===== config.mk =====
export PLATFORM = sky130hd
export DESIGN_NAME = rf_hazard_ctl_flat
export DESIGN_NICKNAME = d
export VERILOG_FILES = /design/src/rtl/mips789_defs.sv /design/src/rtl/rf_hazard_ctl_if.sv /design/src/rtl/fw_sel.sv /design/src/rtl/rf_hazard_ctl.sv /design/src/flat_wrapper.sv
export SDC_FILE = /design/constraint.sdc
export NUM_CORES = 1
export LEC_CHECK = 0
export ABC_AREA = 1
export CORE_ASPECT_RATIO = 1.2
export CORE_MARGIN = 2
export CORE_UTILIZATION = 29
export DETAILED_ROUTE_END_ITERATION = 8
export GPL_ROUTABILITY_DRIVEN = 0
export MAX_ROUTING_LAYER = met4
export SYNTH_ARGS = -nofsm -noshare
export SYNTH_HDL_FRONTEND = slang
export SYNTH_SLANG_ARGS = --single-unit

===== constraint.sdc =====
create_clock -name clk -period 4.7 [get_ports clk]
set_input_delay 1.175 -clock clk [delete_from_list [all_inputs] [get_ports clk]]
set_output_delay 1.175 -clock clk [all_outputs]
set_load 0.02 [all_outputs]

===== src/rtl/mips789_defs.sv =====
// Shared definitions for the RF-stage hazard/forwarding scheduler.
//   fw_sel_e   : forward-select codes driven into the RF forwarding muxes
//   md_state_e : mul/div occupancy FSM encoding
//   ex_slot_t  : destination bookkeeping for the instruction in EX
//   mem_slot_t : destination bookkeeping for the instruction in MEM
package mips789_defs;

  typedef enum logic [2:0] {
    FW_RF  = 3'd0,
    FW_ALU = 3'd1,
    FW_MEM = 3'd2
  } fw_sel_e;

  typedef enum logic {
    MD_IDLE = 1'b0,
    MD_BUSY = 1'b1
  } md_state_e;

  typedef struct packed {
    logic [4:0] rd;
    logic       we;
    logic       load;
  } ex_slot_t;

  typedef struct packed {
    logic [4:0] rd;
    logic       we;
  } mem_slot_t;

endpackage


===== src/rtl/rf_hazard_ctl_if.sv =====
// RF-stage <-> hazard controller signal bundle.
//   Request side (from RF): source indices/uses, destination, load and mul/div flags.
//   Response side (to RF) : rs/rt forward selects, stall, bubble, mul/div busy.
// modport master: the RF stage (drives requests, consumes responses).
// modport slave : the hazard controller.
interface rf_hazard_ctl_if;
  logic [4:0] rs_n_i;
  logic [4:0] rt_n_i;
  logic       rs_use_i;
  logic       rt_use_i;
  logic [4:0] rd_i;
  logic       rd_we_i;
  logic       is_load_i;
  logic       md_start_i;
  logic       md_use_i;
  logic [2:0] fw_cmp_rs_o;
  logic [2:0] fw_cmp_rt_o;
  logic       stall_o;
  logic       bubble_o;
  logic       md_busy_o;

  modport master (
    output rs_n_i, rt_n_i, rs_use_i, rt_use_i, rd_i, rd_we_i, is_load_i,
           md_start_i, md_use_i,
    input  fw_cmp_rs_o, fw_cmp_rt_o, stall_o, bubble_o, md_busy_o
  );

  modport slave (
    input  rs_n_i, rt_n_i, rs_use_i, rt_use_i, rd_i, rd_we_i, is_load_i,
           md_start_i, md_use_i,
    output fw_cmp_rs_o, fw_cmp_rt_o, stall_o, bubble_o, md_busy_o
  );
endinterface


===== src/rtl/fw_sel.sv =====
// Per-source forwarding comparator (purely combinational).
//   idx      : source register index read by the RF instruction
//   use_src  : RF instruction actually reads this source
//   ex_slot  : destination info of the instruction in EX
//   mem_slot : destination info of the instruction in MEM
//   code     : forward select (FW_RF / FW_ALU / FW_MEM)
//   load_use : source depends on a load still in EX
module fw_sel
  import mips789_defs::*;
(
  input  logic [4:0] idx,
  input  logic       use_src,
  input  ex_slot_t   ex_slot,
  input  mem_slot_t  mem_slot,
  output logic [2:0] code,
  output logic       load_use
);

  always_comb begin
    code     = FW_RF;
    load_use = 1'b0;
    // r0 is hardwired zero, so it never forwards or stalls regardless of slot contents.
    if (!use_src || idx == 5'd0) begin
      code = FW_RF;
    end else if (ex_slot.we && ex_slot.rd == idx) begin
      // A load result is not available until MEM; stall one cycle and take it from there.
      if (ex_slot.load) begin
        load_use = 1'b1;
      end else begin
        code = FW_ALU;
      end
    end else if (mem_slot.we && mem_slot.rd == idx) begin
      code = FW_MEM;
    end
  end

endmodule


===== src/rtl/rf_hazard_ctl.sv =====
// Hazard and forwarding scheduler for the register-fetch stage.
//   clk   : system clock, rising edge
//   rst_i : asynchronous active-low reset
//   pause : global pipeline freeze, all state holds
//   rf    : RF-stage bundle (slave side): source/destination info in,
//           forward selects, stall, bubble and mul/div busy out
// Parameters:
//   MD_LAT : cycles a mul/div occupies HI/LO after acceptance (1..63)
//   CW     : countdown width, 2**CW must exceed MD_LAT
module rf_hazard_ctl
  import mips789_defs::*;
#(
  parameter int unsigned MD_LAT = 33,
  parameter int unsigned CW     = 6
) (
  input logic           clk,
  input logic           rst_i,
  input logic           pause,
  rf_hazard_ctl_if.slave rf
);

  ex_slot_t  ex_q, ex_d;
  mem_slot_t mem_q, mem_d;
  md_state_e md_q, md_d;
  logic [CW-1:0] cnt_q, cnt_d;

  logic [2:0] fw_rs, fw_rt;
  logic       lu_rs, lu_rt;
  logic       md_busy, md_hz, stall;

  fw_sel u_fw_rs (
    .idx      (rf.rs_n_i),
    .use_src  (rf.rs_use_i),
    .ex_slot  (ex_q),
    .mem_slot (mem_q),
    .code     (fw_rs),
    .load_use (lu_rs)
  );

  fw_sel u_fw_rt (
    .idx      (rf.rt_n_i),
    .use_src  (rf.rt_use_i),
    .ex_slot  (ex_q),
    .mem_slot (mem_q),
    .code     (fw_rt),
    .load_use (lu_rt)
  );

  assign md_busy = (md_q == MD_BUSY);
  assign md_hz   = (rf.md_use_i | rf.md_start_i) & md_busy;
  assign stall   = lu_rs | lu_rt | md_hz;

  assign rf.fw_cmp_rs_o = fw_rs;
  assign rf.fw_cmp_rt_o = fw_rt;
  assign rf.stall_o     = stall;
  // Under pause nothing moves, so no bubble is injected even while a hazard is pending.
  assign rf.bubble_o    = stall & ~pause;
  assign rf.md_busy_o   = md_busy;

  // Pipeline slot tracking: EX takes a bubble while RF is held, MEM always follows EX.
  always_comb begin
    ex_d  = ex_q;
    mem_d = mem_q;
    if (!pause) begin
      mem_d.rd = ex_q.rd;
      mem_d.we = ex_q.we;
      if (stall) begin
        ex_d = '0;
      end else begin
        ex_d.rd   = rf.rd_i;
        ex_d.we   = rf.rd_we_i;
        ex_d.load = rf.is_load_i;
      end
    end
  end

  // Mul/div occupancy: counter loads MD_LAT-1 so BUSY spans exactly MD_LAT unpaused cycles.
  always_comb begin
    md_d  = md_q;
    cnt_d = cnt_q;
    if (!pause) begin
      unique case (md_q)
        MD_IDLE: begin
          if (rf.md_start_i && !stall) begin
            md_d  = MD_BUSY;
            cnt_d = CW'(MD_LAT - 1);
          end
        end
        MD_BUSY: begin
          if (cnt_q == '0) begin
            md_d = MD_IDLE;
          end else begin
            cnt_d = cnt_q - CW'(1);
          end
        end
      endcase
    end
  end

  always_ff @(posedge clk or negedge rst_i) begin
    if (!rst_i) begin
      ex_q  <= '0;
      mem_q <= '0;
      md_q  <= MD_IDLE;
      cnt_q <= '0;
    end else begin
      ex_q  <= ex_d;
      mem_q <= mem_d;
      md_q  <= md_d;
      cnt_q <= cnt_d;
    end
  end

endmodule


===== src/flat_wrapper.sv =====
// flat-port wrapper written by rule: the top's interface ports become plain ports
module rf_hazard_ctl_flat import mips789_defs::*;
#(
  parameter int unsigned MD_LAT = 33,
  parameter int unsigned CW     = 6
)
  (clk, rst_i, pause, rf_rs_n_i, rf_rt_n_i, rf_rs_use_i, rf_rt_use_i, rf_rd_i, rf_rd_we_i, rf_is_load_i, rf_md_start_i, rf_md_use_i, rf_fw_cmp_rs_o, rf_fw_cmp_rt_o, rf_stall_o, rf_bubble_o, rf_md_busy_o);
  rf_hazard_ctl_if rf_i ();
  input logic clk;
  input logic rst_i;
  input logic pause;
  input wire logic [$bits(rf_i.rs_n_i)-1:0] rf_rs_n_i;
  input wire logic [$bits(rf_i.rt_n_i)-1:0] rf_rt_n_i;
  input wire logic [$bits(rf_i.rs_use_i)-1:0] rf_rs_use_i;
  input wire logic [$bits(rf_i.rt_use_i)-1:0] rf_rt_use_i;
  input wire logic [$bits(rf_i.rd_i)-1:0] rf_rd_i;
  input wire logic [$bits(rf_i.rd_we_i)-1:0] rf_rd_we_i;
  input wire logic [$bits(rf_i.is_load_i)-1:0] rf_is_load_i;
  input wire logic [$bits(rf_i.md_start_i)-1:0] rf_md_start_i;
  input wire logic [$bits(rf_i.md_use_i)-1:0] rf_md_use_i;
  output wire logic [$bits(rf_i.fw_cmp_rs_o)-1:0] rf_fw_cmp_rs_o;
  output wire logic [$bits(rf_i.fw_cmp_rt_o)-1:0] rf_fw_cmp_rt_o;
  output wire logic [$bits(rf_i.stall_o)-1:0] rf_stall_o;
  output wire logic [$bits(rf_i.bubble_o)-1:0] rf_bubble_o;
  output wire logic [$bits(rf_i.md_busy_o)-1:0] rf_md_busy_o;
  assign rf_i.rs_n_i = rf_rs_n_i;
  assign rf_i.rt_n_i = rf_rt_n_i;
  assign rf_i.rs_use_i = rf_rs_use_i;
  assign rf_i.rt_use_i = rf_rt_use_i;
  assign rf_i.rd_i = rf_rd_i;
  assign rf_i.rd_we_i = rf_rd_we_i;
  assign rf_i.is_load_i = rf_is_load_i;
  assign rf_i.md_start_i = rf_md_start_i;
  assign rf_i.md_use_i = rf_md_use_i;
  assign rf_fw_cmp_rs_o = rf_i.fw_cmp_rs_o;
  assign rf_fw_cmp_rt_o = rf_i.fw_cmp_rt_o;
  assign rf_stall_o = rf_i.stall_o;
  assign rf_bubble_o = rf_i.bubble_o;
  assign rf_md_busy_o = rf_i.md_busy_o;
  rf_hazard_ctl #(.MD_LAT(MD_LAT), .CW(CW)) u_core (.clk(clk), .rst_i(rst_i), .pause(pause), .rf(rf_i));
endmodule

# Yosys cells after proc, flatten, opt, wreduce, memory -nomap -nowiden

Index checks and enable logic that the tools add are counted.

Input bits: 24
Memory bits (read-only): 0
Memories kept: 0
Bits in latches: 0
Register bits: 20
RAM bits: 0
Output and inout port bits: 9

$add $sub $neg: 1
Equal/unequal tests: 6
Muxes and demuxes: 19
Magnitude comparators: 0
Reductions and logical operators: 14
Multipliers: 0
Shift-type cells: 0
Bitwise operators: 7
Divide/modulo/power cells: 0

Operators by type and width:

| cell                  | count |
|---|---|
| $eq A5 B5 Y1          | 4 |
| $mux W3               | 4 |
| $mux W6               | 2 |
| $pmux W6 S2           | 1 |
| $logic_not A5 Y1      | 2 |
| $mux W1               | 8 |
| $mux W7               | 1 |
| $logic_not A6 Y1      | 1 |
| $sub A6 B1 Y6 const B | 1 |
| $logic_and A1 B1 Y1   | 5 |
| $mux W2               | 2 |
| $logic_not A1 Y1      | 3 |
| $or A1 B1 Y1          | 3 |
| $reduce_and A3 Y1     | 1 |
| $and A1 B1 Y1         | 2 |
| $logic_or A1 B1 Y1    | 2 |
| $ne A2 B1 Y1 const B  | 1 |
| $ne A2 B2 Y1 const B  | 1 |
| $not A1 Y1            | 2 |
| $pmux W1 S2           | 1 |

# Depth between registers and ports, before layout

Gate-level depths: netlist (run 1).

Depth in word-level cells: 10
Gate-level depth with buffers: 11
Depth with buffers taken out: 10

# By module

Synthesis (run 1) repeated with hierarchy kept, for this count alone.

Cells, all modules: 235
Area, all modules: 1512.7 um^2

Modules (own cells, without submodules):

| module        | cells each | area an instance (um^2) | seq. area each (um^2) | times used |
|---|---|---|---|---|
| rf_hazard_ctl | 119        | 977.2                   | 500.5                 | 1 |
| fw_sel        | 58         | 267.8                   | 0.0                   | 2 |

# Worst setup path before layout (run 1)

Ideal clock, no wire load.

Path kind: input -> output
Start: in rf_rs_n_i[1]
End: out rf_fw_cmp_rs_o[1]
Buffers on the path: 0
Arrival time: 2.192 ns
Cell stages on the path: 7
Slack: 1.333 ns
Cell sequence: inv_1 > nand2_1 > nand3_2 > nor2_4 > nand2_1 > inv_1 > nor4_1

Longest elaborated chain between the ends: 5
Elaborated cells on any way between the ends: 9
Those cells by class: 2 x eq/ne; 3 x mux; 4 x reduce/logical

RTL lines:

| what                | line               | source |
|---|---|---|
| start: declaration  | flat_wrapper.sv:12 | `input wire logic [$bits(rf_i.rs_n_i)-1:0] rf_rs_n_i;` |
| $eq A5 B5 Y1        | fw_sel.sv:32       | `end else if (mem_slot.we && mem_slot.rd == idx) begin` |
| $logic_and A1 B1 Y1 | fw_sel.sv:32       |  |
| $mux W2             | fw_sel.sv:32       |  |
| $mux W3             | fw_sel.sv:25       | `end else if (ex_slot.we && ex_slot.rd == idx) begin` |
| $mux W3 (*)         | fw_sel.sv:23       | `if (!use_src \|\| idx == 5'd0) begin` |
| end: declaration    | flat_wrapper.sv:21 | `output wire logic [$bits(rf_i.fw_cmp_rs_o)-1:0] rf_fw_cmp_rs_o;` |

Mark *: on every way between the ends. The rest lies on a longest branch, timed or not.

# Worst setup path after layout (run 1)

Start: in rf_rt_n_i[4]
End: out rf_bubble_o

Longest elaborated chain between the ends: 7
Elaborated cells on any way between the ends: 9
Those cells by class: 1 x eq/ne; 2 x mux; 3 x bitwise; 3 x reduce/logical

RTL lines:

| what                          | line                | source |
|---|---|---|
| start: declaration            | flat_wrapper.sv:13  | `input wire logic [$bits(rf_i.rt_n_i)-1:0] rf_rt_n_i;` |
| $eq A5 B5 Y1                  | fw_sel.sv:25        |  |
| $logic_and A1 B1 Y1           | fw_sel.sv:25        |  |
| $mux W1                       | fw_sel.sv:25        |  |
| $mux W1 (*)                   | fw_sel.sv:23        |  |
| $or A1 B1 Y1 (*) (2 in a row) | rf_hazard_ctl.sv:51 | `assign stall = lu_rs \| lu_rt \| md_hz;` |
| $and A1 B1 Y1 (*)             | rf_hazard_ctl.sv:57 | `assign rf.bubble_o = stall & ~pause;` |
| end: declaration              | flat_wrapper.sv:24  | `output wire logic [$bits(rf_i.bubble_o)-1:0] rf_bubble_o;` |

Marks and branches as above.

==> results.json, run 1 <==
{
  "clk_latency_ps": 260,
  "min_period_ps": 4450,
  "path_clk_slew_ps": 70,
  "r2r_cells": 9,
  "dr.pass1.iters": 4,
  "hold_path_class": "flop to flop",
  "antenna_cells": 0,
  "setup_violations": 0,
  "ctsHtreeMaxLevel": 1,
  "die-height_um": 79.8,
  "ys_ff_latch": 20,
  "period_share": 0.947,
  "cts_sinks": 20,
  "avgSynthCellArea_um2": 7.05,
  "via_count": 1296,
  "stdcell_area_um2": 1790,
  "track_usage": 0.142,
  "swShare": 0.377,
  "p_clk_frac": 0.205,
  "die_x_um": 67.2,
  "fin_nets": 254,
  "top_usage_layer": "met2",
  "status": "finished clean",
  "fp-row-count": 27,
  "cts_inserted_buffers": 3,
  "max-clock-path-buffers": 2,
  "clock.fmax_ghz": 0.225,
  "rrSetupSlack_ps": 3030,
  "drive_above_1_share": 0.101,
  "cp_max_fo": 8,
  "leakagePower_nw": 0.854,
  "min_from": "u_core.cnt_q[0]",
  "ys_types": 35,
  "start_util": 0.302,
  "combPwrFrac": 0.395,
  "setup.worst_path.class": "input pin to output pin",
  "use_met3": 0.0226,
  "drv_cap": 0,
  "grt_max_degree": 22,
  "route.detailed.drc": 0,
  "hold_end": "u_core.cnt_q[0]",
  "power_uw": 644,
  "ys_warn_count": 0,
  "clk_root_buffer_cell": "clkbuf_8",
  "met1_usage": 0.177,
  "utilization": 0.391,
  "seqCellArea_um2": 500,
  "die_area_um2": 5360,
  "powerDensity_nw_per_um2": 359,
  "r2r_start": "u_core.cnt_q[0]",
  "power_frac_seq": 0.400,
  "tightest_slew_ps": 892,
  "multiInputGateArea_um2": 761,
  "grt_remaining_overflow": 0,
  "dp_hpwl_um": 2650,
  "holdPathStages": 2,
  "yosysSeqAreaShare": 0.360,
  "synth_area_um2": 1390,
  "crit_arrival_ps": 3270,
  "core_um2": 4590,
  "drv_slew": 0,
  "antenna_found_initial": 0,
  "clock_skew_ps": 0.986,
  "area_growth_pct": 29.2,
  "p_int_uw": 401,
  "drtIter0Drc": 37,
  "wire_per_inst_um": 11.7,
  "hold_viol_final": 0,
  "rsz0062_at_grt": "false",
  "cts.repair.resized": 0,
  "reg2reg_to": "u_core.cnt_q[3]",
  "syn_inst": 197,
  "drtAntennaViolNets": 0,
  "wirelength_um": 3360,
  "timing.setup.tns_ps": 0,
  "slew_headroom": 0.403,
  "boundaryPins": 33,
  "cts_setup_buffers": 0,
  "end_kind": "output pin",
  "cp_data_required_time_ps": 3520,
  "cts_tree": "yes",
  "post_dp_cell_area_um2": 1740,
  "portBuffers": 30,
  "met2_usage": 0.226,
  "ir_drop_mv": 0.207,
  "nFillCells": 522,
  "p_switching_uw": 243,
  "grt_pass1_vias": 1272,
  "viasPerCell": 4.53,
  "grt_first_pass_wirelength_um": 5640,
  "worstSetupStartpointType": "input pin",
  "hold_buffers": 0
}
-- layout by cell type (no fill, tap or decap), types with 5 or more instances in the layout --
cell             instances
nor2_1                  12
xnor2_1                  6
o21ai_0                  8
nand2_1                 65
clkdlybuf4s50_1         30
nand3_1                 11
nand3b_1                 7
inv_2                    5
dfrtp_1                 20
inv_1                   20
-- sequential cells by signal (all words and copies together) (netlist names) --
name and flops:
u_core.rf.md_busy_o 1, u_core.mem_q 6, u_core.cnt_q 6, u_core.ex_q 7
-- how the worst max path moves through the flow --
| stage | to | depth (start not counted) | from |
|---|---|---|---|
| global route | rf_bubble_o | 11 | rf_rt_n_i[1] |
| finish | rf_bubble_o | 10 | rf_rt_n_i[4] |
| detailed placement | rf_bubble_o | 10 | rf_rt_n_i[4] |
| CTS | rf_bubble_o | 10 | rf_rt_n_i[4] |
| floorplan | rf_fw_cmp_rs_o[1] | 7 | rf_rs_n_i[1] |
| global placement | rf_bubble_o | 10 | rf_rt_n_i[4] |
-- cell usage after synthesis --
cell,instances,share of area
nand3b_1,7,0.038
buf_6,1,0.0081
buf_4,2,0.011
nand3_2,2,0.014
and2_4,1,0.0063
nor3b_1,1,0.0054
dfrtp_1,20,0.36
conb_1,1,0.0027
a21boi_0,1,0.0054
nor2_2,1,0.0045
or2_2,2,0.0090
nand2_1,65,0.18
o211ai_1,1,0.0054
nor3_1,4,0.014
o21ai_1,2,0.0072
nor4_1,1,0.0045
o22ai_1,1,0.0045
inv_1,20,0.054
nand2_2,3,0.014
nand3_1,11,0.040
inv_2,5,0.014
o21ai_0,8,0.029
clkbuf_1,2,0.0054
ha_1,1,0.0090
xnor2_1,6,0.038
o2111ai_1,3,0.019
nand4_2,1,0.0090
a21oi_2,1,0.0063
clkinv_1,1,0.0027
xor2_1,2,0.013
nand2_4,1,0.0081
a21oi_1,4,0.014
nor2_4,1,0.0081
nand4_1,2,0.0090
nor2_1,12,0.032
-- per-stage QoR --
stage | cells | setup slack, ps | hold WS [ps]
after floorplan | 198 | 1330 | 467
after global placement | 282 | 332 | 480
after detailed placement | 282 | 296 | 488
after CTS | 286 | 268 | 507
after global routing | 286 | 188 | 535
final | 286 | 251 | 504
-- worst max-delay path, cell delays in order --
cell and delay (ps):
clkdlybuf4s50_1 470, xnor2_1 250, nand2_1 90, nor2_1 150, nand4_1 170, and2_4 220, nand2_4 60, nand2_2 50
inv_2 40, clkdlybuf4s50_1 590
-- cell type report --
class	count	share of cell area
sequential	20	0.279
inverter	26	0.0544
tap	58	0.0404
timing repair buffer	31	0.172
clock buffer	4	0.0307
multi-input combinational	147	0.424
-- power groups by stage --
| stage | Combinational (mW) | Sequential [mW] | Clock (mW) |
|---|---|---|---|
| after floorplan | 0.183 | 0.254 | 0 |
| final | 0.254 | 0.258 | 0.132 |
| after CTS | 0.258 | 0.257 | 0.134 |
| after detailed placement | 0.257 | 0.260 | 0 |
| after global placement | 0.254 | 0.260 | 0 |
| after global routing | 0.293 | 0.265 | 0.142 |
-- per-layer routing --
| metal | routed length [µm] | part of all wire |
|---|---|---|
| met1 | 1550 | 0.46 |
| met3 | 188 | 0.056 |
| met2 | 1530 | 0.46 |
| met5 | 0 | 0 |
| met4 | 84 | 0.025 |
-- cell families after synthesis --
family / synth area share
adder cells (fa/ha/maj): 0.00901
AO/OA/AOI/OAI: 0.0910
XOR/XNOR: 0.0505
flip-flops: 0.360
buffers and inverters: 0.0946
other: 0.00270
AND/OR/NAND/NOR: 0.392
Note: power is estimated with default switching activity, not from simulation.
==> run 2, diff against run 1 <==
CTS_BUF_LIST = sky130_fd_sc_hd__clkbuf_2 sky130_fd_sc_hd__clkbuf_4 sky130_fd_sc_hd__clkbuf_8   (was not set)
REMOVE_ABC_BUFFERS = 1   (was not set)
==> run 2 against run 1 <==
  * Worst hold slack better by 0.53 ps
  * Sequential share of layout area increased by 0.22 points
  * Non-clock buffer count stayed put
  * First-iteration DRC count is 70% higher
  * Core utilization down 0.30 points
  * Via count increased by 3.6%
  * Count of clock-buffer cells in the layout fell by 1
  * Largest cell class unchanged
==> results.json, run 2 (synthesis results as in run 1) <==
{
  "status": "finished clean",
  "ir_drop_mv": 0.187,
  "setup.worst_path.class": "input pin to output pin",
  "antenna_found_initial": 0,
  "leakagePower_nw": 0.847,
  "reg2reg_to": "u_core.cnt_q[2]",
  "portBuffers": 30,
  "clock.fmax_ghz": 0.231,
  "min_from": "u_core.cnt_q[0]",
  "antenna_cells": 0,
  "hold_viol_final": 0,
  "viasPerCell": 4.71,
  "hold_path_class": "flop to flop",
  "post-place-ws_ps": 380,
  "die-height_um": 79.8,
  "powerDensity_nw_per_um2": 354,
  "cts_sinks": 20,
  "die_x_um": 67.2,
  "boundaryPins": 33,
  "r2r_start": "u_core.cnt_q[0]",
  "ctsHtreeMaxLevel": 1,
  "timing.setup.tns_ps": 0,
  "drtAntennaViolNets": 0,
  "fin_nets": 254,
  "top_register": "u_core.ex_q",
  "core_um2": 4590,
  "cts_inserted_buffers": 3,
  "dp_hpwl_um": 2660,
  "dr.pass1.iters": 4,
  "start_util": 0.302,
  "clk_latency_ps": 260,
  "fp-row-count": 27,
  "cts_setup_buffers": 0,
  "largestRegisters": "u_core.ex_q: 7 flops, u_core.cnt_q: 6 flops, u_core.mem_q: 6 flops",
  "holdPathStages": 2,
  "drive_above_1_share": 0.0969,
  "final_cell_mix": "nand2_1 (65), clkdlybuf4s50_1 (30), inv_1 (20), dfrtp_1 (20), nor2_1 (12)",
  "route.detailed.drc": 0,
  "final_common_cell": "nand2_1",
  "slew_headroom": 0.385,
  "drv_slew": 0,
  "die_area_um2": 5360,
  "cts_tree": "yes",
  "period_share": 0.919,
  "hold_buffers": 0,
  "largest_reg_flops": 7,
  "drv_cap": 0,
  "cts.repair.resized": 0,
  "wire_per_inst_um": 12.0,
  "rrSetupSlack_ps": 3030,
  "cp_max_fo": 8,
  "min_period_ps": 4320,
  "area_growth_pct": 28.2,
  "clk_root_buffer_cell": "clkbuf_8",
  "setup_ws_ps": 380,
  "hold_end": "u_core.cnt_q[0]",
  "end_kind": "output pin",
  "grt_remaining_overflow": 0,
  "max-clock-path-buffers": 2,
  "via_count": 1343,
  "track_usage": 0.141,
  "worstSetupStartpointType": "input pin",
  "clock_skew_ps": 3.17,
  "grt_pass1_vias": 1266,
  "setup_violations": 0,
  "grt_max_degree": 22,
  "wirelength_um": 3420,
  "tightest_slew_ps": 919,
  "crit_arrival_ps": 3150,
  "grt_first_pass_wirelength_um": 5740,
  "rsz0062_at_grt": "false",
  "path_clk_slew_ps": 70,
  "cp_data_required_time_ps": 3520,
  "r2r_cells": 9,
  "drtIter0Drc": 63
}
## run 2: cell count changes in the layout (fill, tap and decap cells not counted)
cell / delta
clkbuf_8: -1
## run 2: through the flow
step                      instances  power (mW)  hold slack (ps)  utilization  area [µm²]
after floorplan                 193       0.434              463            -        1360
after global placement          282       0.514              479        0.379        1740
after detailed placement        282       0.520              495        0.379        1740
after CTS                       285       0.633              511        0.388        1780
after global routing            285       0.682              529        0.388        1780
final                           285       0.630              505        0.388        1780
## run 2: worst max-delay path, stage by stage
cell             delay [ps]
clkdlybuf4s50_1         500
inv_1                    80
nand2_1                  60
o21ai_0                  70
nor2_1                  150
nand4_1                 160
and2_4                  210
nand2_4                  60
nand2_2                  50
inv_2                    40
clkdlybuf4s50_1         590
## run 2: metal layers
metal  share of wire  global-route usage
met1            0.46               0.182
met2            0.49               0.236
met3           0.046              0.0183
met4          0.0079              0.0306
met5               0                   -
## run 2: where the power goes
part	total [mW]	switching [mW]	internal [mW]
combinational	0.256	0.145	0.112
clock	0.115	0.0574	0.0571
sequential	0.260	0.0450	0.214
## run 2: area by class of cell
cell class	instances	area, µm²
clock buffer	3	41.3
inverter	26	97.6
tap	58	72.6
sequential	20	500
multi-input combinational	147	761
fill	528	2810
timing repair buffer	31	308
## run 2: worst max-delay path by stage
stage / from / end / cells past startpoint
after CTS: rf_rt_n_i[4] / rf_bubble_o / 10
after detailed placement: rf_rt_n_i[4] / rf_bubble_o / 10
after floorplan: rf_rs_n_i[1] / rf_fw_cmp_rs_o[1] / 7
final: rf_rt_n_i[1] / rf_bubble_o / 11
after global placement: rf_rt_n_i[4] / rf_bubble_o / 10
after global routing: rf_rs_n_i[3] / rf_bubble_o / 11
